--- src/rtl/final_cpa_pipe.sv ---
// Two-stage final carry-propagate adder for a compressor tree: the low half is
// added in stage 1, the high half plus the mid carry in stage 2, with a
// valid/ready handshake on both sides.
module final_cpa_pipe #(
    parameter int WIDTH = 32
) (
    input  logic             clk,
    input  logic             rst,
    input  logic             in_valid,
    output logic             in_ready,
    input  logic [WIDTH-1:0] sum_vec,
    input  logic [WIDTH-1:0] carry_vec,
    output logic             out_valid,
    input  logic             out_ready,
    output logic [WIDTH-1:0] product
);

    localparam int LO_W = WIDTH / 2;
    localparam int HI_W = WIDTH - LO_W;

    logic            s1_valid;
    logic [LO_W-1:0] lo_sum;
    logic            c_mid;
    logic [HI_W-1:0] hi_s;
    logic [HI_W-1:0] hi_c;

    logic            s1_load;
    logic            s2_load;
    logic            s2_free;
    logic [LO_W:0]   lo_add;
    logic [HI_W-1:0] hi_add;

    // Stage 2 can take new data when empty or when its product leaves this cycle.
    assign s2_free  = !out_valid || out_ready;
    assign s2_load  = s1_valid && s2_free;
    assign in_ready = !rst && (!s1_valid || s2_free);
    assign s1_load  = in_valid && in_ready;

    always_comb begin
        lo_add = {1'b0, sum_vec[LO_W-1:0]} + {1'b0, carry_vec[LO_W-1:0]};
        hi_add = hi_s + hi_c + {{(HI_W-1){1'b0}}, c_mid};
    end

    always_ff @(posedge clk) begin
        if (rst) begin
            s1_valid <= 1'b0;
            lo_sum   <= '0;
            c_mid    <= 1'b0;
            hi_s     <= '0;
            hi_c     <= '0;
        end else if (s1_load) begin
            s1_valid <= 1'b1;
            lo_sum   <= lo_add[LO_W-1:0];
            c_mid    <= lo_add[LO_W];
            hi_s     <= sum_vec[WIDTH-1:LO_W];
            hi_c     <= carry_vec[WIDTH-1:LO_W];
        end else if (s2_load) begin
            s1_valid <= 1'b0;
        end
    end

    always_ff @(posedge clk) begin
        if (rst) begin
            out_valid <= 1'b0;
            product   <= '0;
        end else if (s2_load) begin
            out_valid <= 1'b1;
            product   <= {hi_add, lo_sum};
        end else if (out_valid && out_ready) begin
            out_valid <= 1'b0;
        end
    end

endmodule

--- config.mk ---
export PLATFORM = sky130hd
export DESIGN_NAME = final_cpa_pipe
export DESIGN_NICKNAME = d
export VERILOG_FILES = /design/src/rtl/final_cpa_pipe.sv
export SDC_FILE = /design/constraint.sdc
export NUM_CORES = 1
export LEC_CHECK = 0
export ABC_AREA = 1
export CORE_MARGIN = 2
export CORE_UTILIZATION = 52
export DETAILED_ROUTE_END_ITERATION = 6
export HOLD_SLACK_MARGIN = 0.15
export PLACE_DENSITY = 0.81
export SYNTH_ARGS = -nofsm -noshare
export SYNTH_HDL_FRONTEND = slang
export SYNTH_SLANG_ARGS = --single-unit
--- constraint.sdc ---
create_clock -name clk -period 2 [get_ports clk]
set_clock_uncertainty 0.15 [all_clocks]
set_input_delay 0.4 -clock clk [delete_from_list [all_inputs] [get_ports clk]]
set_output_delay 0.4 -clock clk [all_outputs]
set_load 0.05 [all_outputs]
==> results.rst <==
.. list-table::
   :header-rows: 1

   * - Metric
     - Value
   * - Status
     - completed
   * - Delay contributed by the slowest stage of the critical path
     - between 0.5 and 0.6 ns
   * - Die boundary width
     - about 100 um
   * - Largest net degree at the start of global routing
     - 47
   * - Clock network latency to the later pin of the worst-skew pair
     - approximately 0.35 ns
   * - Cell Pwr Density
     - 709.3 mW/mm^2
   * - Post-layout net count
     - 953
   * - Worst-case setup margin in the final layout
     - ~0.076 ns
   * - First-pass GRT wire length
     - roughly 20,000 um
   * - Leakage Power
     - roughly 3.2 nW
   * - Crit path buf inv count
     - 4
   * - Setup repair after global routing missed its margin
     - yes
   * - Worst Tran Pin Value
     - roughly 0.29 ns
   * - Number of buffers created by CTS
     - 9
   * - Number of cells on the critical path
     - 5
   * - Via count of the first global-routing pass
     - 4,455
   * - Final estimated routing congestion in global placement
     - just under 1
   * - Detailed Route Iter0 Violations
     - about 170
   * - Critical path's top delay family
     - buffers and inverters
   * - Post-synthesis cell count
     - between 700 and 800
   * - Worst setup slack for register-to-register paths
     - 0.11 ns
   * - Clock sink total
     - 83
   * - IO Port Bufs
     - about 100
   * - Total count of max-transition violations in the final report
     - 0
   * - Arrival time at the worst endpoint
     - 1.37 ns
   * - Flip-flop cell with the highest count after synthesis
     - sky130_fd_sc_hd__dfxtp_1
   * - Total track usage
     - approximately a quarter
   * - WL/cell
     - approximately 12 um
   * - Commonest cells after routing, fill and taps aside
     - sky130_fd_sc_hd__nand2_1 (216), sky130_fd_sc_hd__inv_1 (106), sky130_fd_sc_hd__dfxtp_1 (80)
   * - Maximum root-to-sink buffer count
     - 2
   * - Clock Tree Root
     - sky130_fd_sc_hd__clkbuf_8
   * - Fraction of synthesized cell area taken by the top area cell type
     - between 30% and 40%
   * - Seq/Total Area, Yosys
     - between 30% and 40%
   * - Worst Reg2Reg Path Length in Cells
     - 11
   * - Slowest CP cell
     - sky130_fd_sc_hd__clkdlybuf4s50_1
   * - Core Footprint
     - slightly above 0.009 sq mm
   * - Worst Setup Start Kind
     - primary input
   * - Maximum clock frequency
     - a little over 500 MHz
   * - Total of flip-flops plus latches after synthesis
     - 83
   * - Post-Synthesis Mean Instance Area
     - 6.581 sq um
   * - Worst-path clk slew
     - ~0.080 ns
   * - Final setup violation count
     - 0
   * - Starting Density
     - between 50% and 60%
   * - Startpoint-to-endpoint class of the critical path
     - in2out
   * - Via count
     - 4,840
   * - Post-synth EDFFs
     - 0
   * - Antenna violation net count after detailed routing
     - 0
   * - Cell type with the highest aggregate area in the netlist
     - sky130_fd_sc_hd__dfxtp_1
   * - Total congestion overflow
     - 0
   * - Residual DRC count
     - 0
   * - Hold Path Class
     - reg2reg
   * - Synth-to-layout area growth
     - 33.61%
   * - Number of inserted diodes
     - 0
   * - TritonRoute pass-1 iters
     - 4
   * - Critical path endpoint category
     - primary output
   * - Worst setup path endpoint
     - in_ready
   * - Async S/R FF share, synth
     - 0%
   * - Aggregate routed wire length
     - roughly 12,000 um
   * - Placed standard-cell area
     - about 0.006 sq mm
   * - Fin. Hold Viols
     - 0
   * - Crit-path cells
     - clkdlybuf4s50_1, inv_2, nand2_4, inv_1, buf_12
   * - Final design instance area without fill
     - 0.006401 sq mm
   * - Placed wire-length estimate
     - 8846 um
   * - IR Drop Worst-Case VDD
     - 491.6 uV
   * - Cells taking the most area after synthesis
     - sky130_fd_sc_hd__dfxtp_1 (35%), sky130_fd_sc_hd__nand2_1 (18%), sky130_fd_sc_hd__inv_1 (8.5%)
   * - Minimum setup slack after placement
     - -0.3761 ns
   * - Tightest slew margin relative to the limit
     - 80.65%
   * - TritonCTS clock tree
     - yes
   * - Die Y
     - 99.99 um
   * - Number of nets in the synthesized netlist
     - ~830
   * - Maximum capacitance violations
     - 0
   * - Most frequent standard cell in the layout excluding fill and tap cells
     - sky130_fd_sc_hd__nand2_1
   * - Total of hold buffers inserted after clock tree synthesis
     - 0
   * - Syn Std Cell Area
     - 0.004791 sq mm
   * - Number of different library cells in the post-synthesis netlist
     - 32
   * - WP data required
     - between 1 and 1.5 ns
   * - Via/cell ratio
     - ~5.0
   * - Capture point of the worst reg-to-reg path
     - product[24]
   * - FF-to-FF Start
     - hi_s[0]
   * - CP startpoint
     - rst
   * - Fin crit period
     - 1.924 ns
   * - Final clock period utilization by the worst path
     - just under 100%
   * - Count of pins on the block boundary
     - around 100
   * - H-tree level count
     - 3
   * - PnR Total Power
     - around 4.5 mW
   * - Top fanout value on the critical path
     - 3
   * - Number of core rows
     - 35
   * - Overall die area
     - 0.009997 sq mm
   * - Share of post-route cells with drive strength above 1
     - 15.64%
   * - Number of warnings reported in the yosys synthesis log
     - 0
   * - Number of antenna violations at the first check in global routing
     - 0
-- sequential cells by signal (all words and copies together) (netlist names) --
register / cells
c_mid: 1
hi_c: 16
hi_s: 16
lo_sum: 16
out_valid: 1
product: 32
s1_valid: 1
-- layer usage --
metal | vias up | global-route usage [%] | share of wire [%]
li1 | 2527 | - | -
met1 | 2184 | 31.84 | 47
met2 | 118 | 40.44 | 46
met3 | 11 | 3.273 | 5.5
met4 | 0 | 7.482 | 1.2
met5 | - | 0 | 0
-- cell families after synthesis --
kind of cell	after synthesis	synth area share, %
AND/OR/NAND/NOR	351	30.22
buffers and inverters	138	11.96
flip-flops	83	34.68
AO/OA/AOI/OAI	113	12.22
XOR/XNOR	10	1.828
adder cells (fa/ha/maj)	33	9.089
-- area by class of cell --
type | count | area, sq um
fillers | 758 | 2708
multi-input cells | 507 | 2670
flip-flops and latches | 83 | 1665
repair buffers | 137 | 1264
inverters | 114 | 427.9
clock buffers | 11 | 151.4
well taps | 111 | 138.9
clock inverters | 5 | 83.83
-- where the power goes --
part | leakage, nW | switching, mW | internal [mW]
clock network | 0.112 | 0.618 | 0.776
logic | 2.44 | 0.742 | 0.538
registers | 0.687 | 0.0759 | 1.79
total | 3.23 | 1.44 | 3.10
-- Yosys cell counts (2+ instances only) --
cell type	n
sky130_fd_sc_hd__or2_1	3
sky130_fd_sc_hd__xnor2_1	7
sky130_fd_sc_hd__o21ai_1	27
sky130_fd_sc_hd__nor2_1	57
sky130_fd_sc_hd__ha_1	30
sky130_fd_sc_hd__inv_1	108
sky130_fd_sc_hd__nand3_1	49
sky130_fd_sc_hd__o21ai_0	43
sky130_fd_sc_hd__buf_4	2
sky130_fd_sc_hd__buf_6	5
sky130_fd_sc_hd__dfxtp_1	83
sky130_fd_sc_hd__fa_1	3
sky130_fd_sc_hd__nand2_1	225
sky130_fd_sc_hd__o211ai_1	3
sky130_fd_sc_hd__buf_2	7
sky130_fd_sc_hd__nor3_1	6
sky130_fd_sc_hd__clkbuf_1	9
sky130_fd_sc_hd__xor2_1	3
sky130_fd_sc_hd__nand4_1	2
sky130_fd_sc_hd__nand2_2	5
sky130_fd_sc_hd__a21oi_1	36
sky130_fd_sc_hd__inv_2	5
-- worst min path at each step --
stage          startpoint           to  slack, ns  cells after the start
3_3_place_gp    lo_sum[4]   product[4]       0.29                      2
2_1_floorplan  lo_sum[10]  product[10]       0.27                      2
3_5_place_dp   lo_sum[15]  product[15]       0.29                      2
4_1_cts        lo_sum[14]  product[14]       0.30                      2
6_report       lo_sum[14]  product[14]       0.31                      2
5_1_grt         lo_sum[1]    lo_sum[1]       0.33                      2
-- tightest hold or removal path, delay by kind of cell, from the launching register on --
family / cells / cell delay, ns
DFF: 1 / 0.31
buffers and inverters: 1 / 0.06
AOI/OAI and AO/OA: 1 / 0.05
-- metrics by stage --
step	hold slack, ns	TNS [ns]	util [%]	instances
global route	0.3299	-0.007456	70.27	968
CTS	0.3040	0	68.80	965
floorplan	0.2740	0	-	728
finish	0.3074	0	70.27	968
detailed placement	0.2922	-3.483	66.10	949
global placement	0.2877	-2.790	66.10	949
-- timing repair --
item	in CTS	in global routing
setup endpoints to repair	3	14
setup buffers	0	3
pin swaps	0	10
gates resized for setup	3	32
No activity file was read; power rests on OpenSTA's default activity.
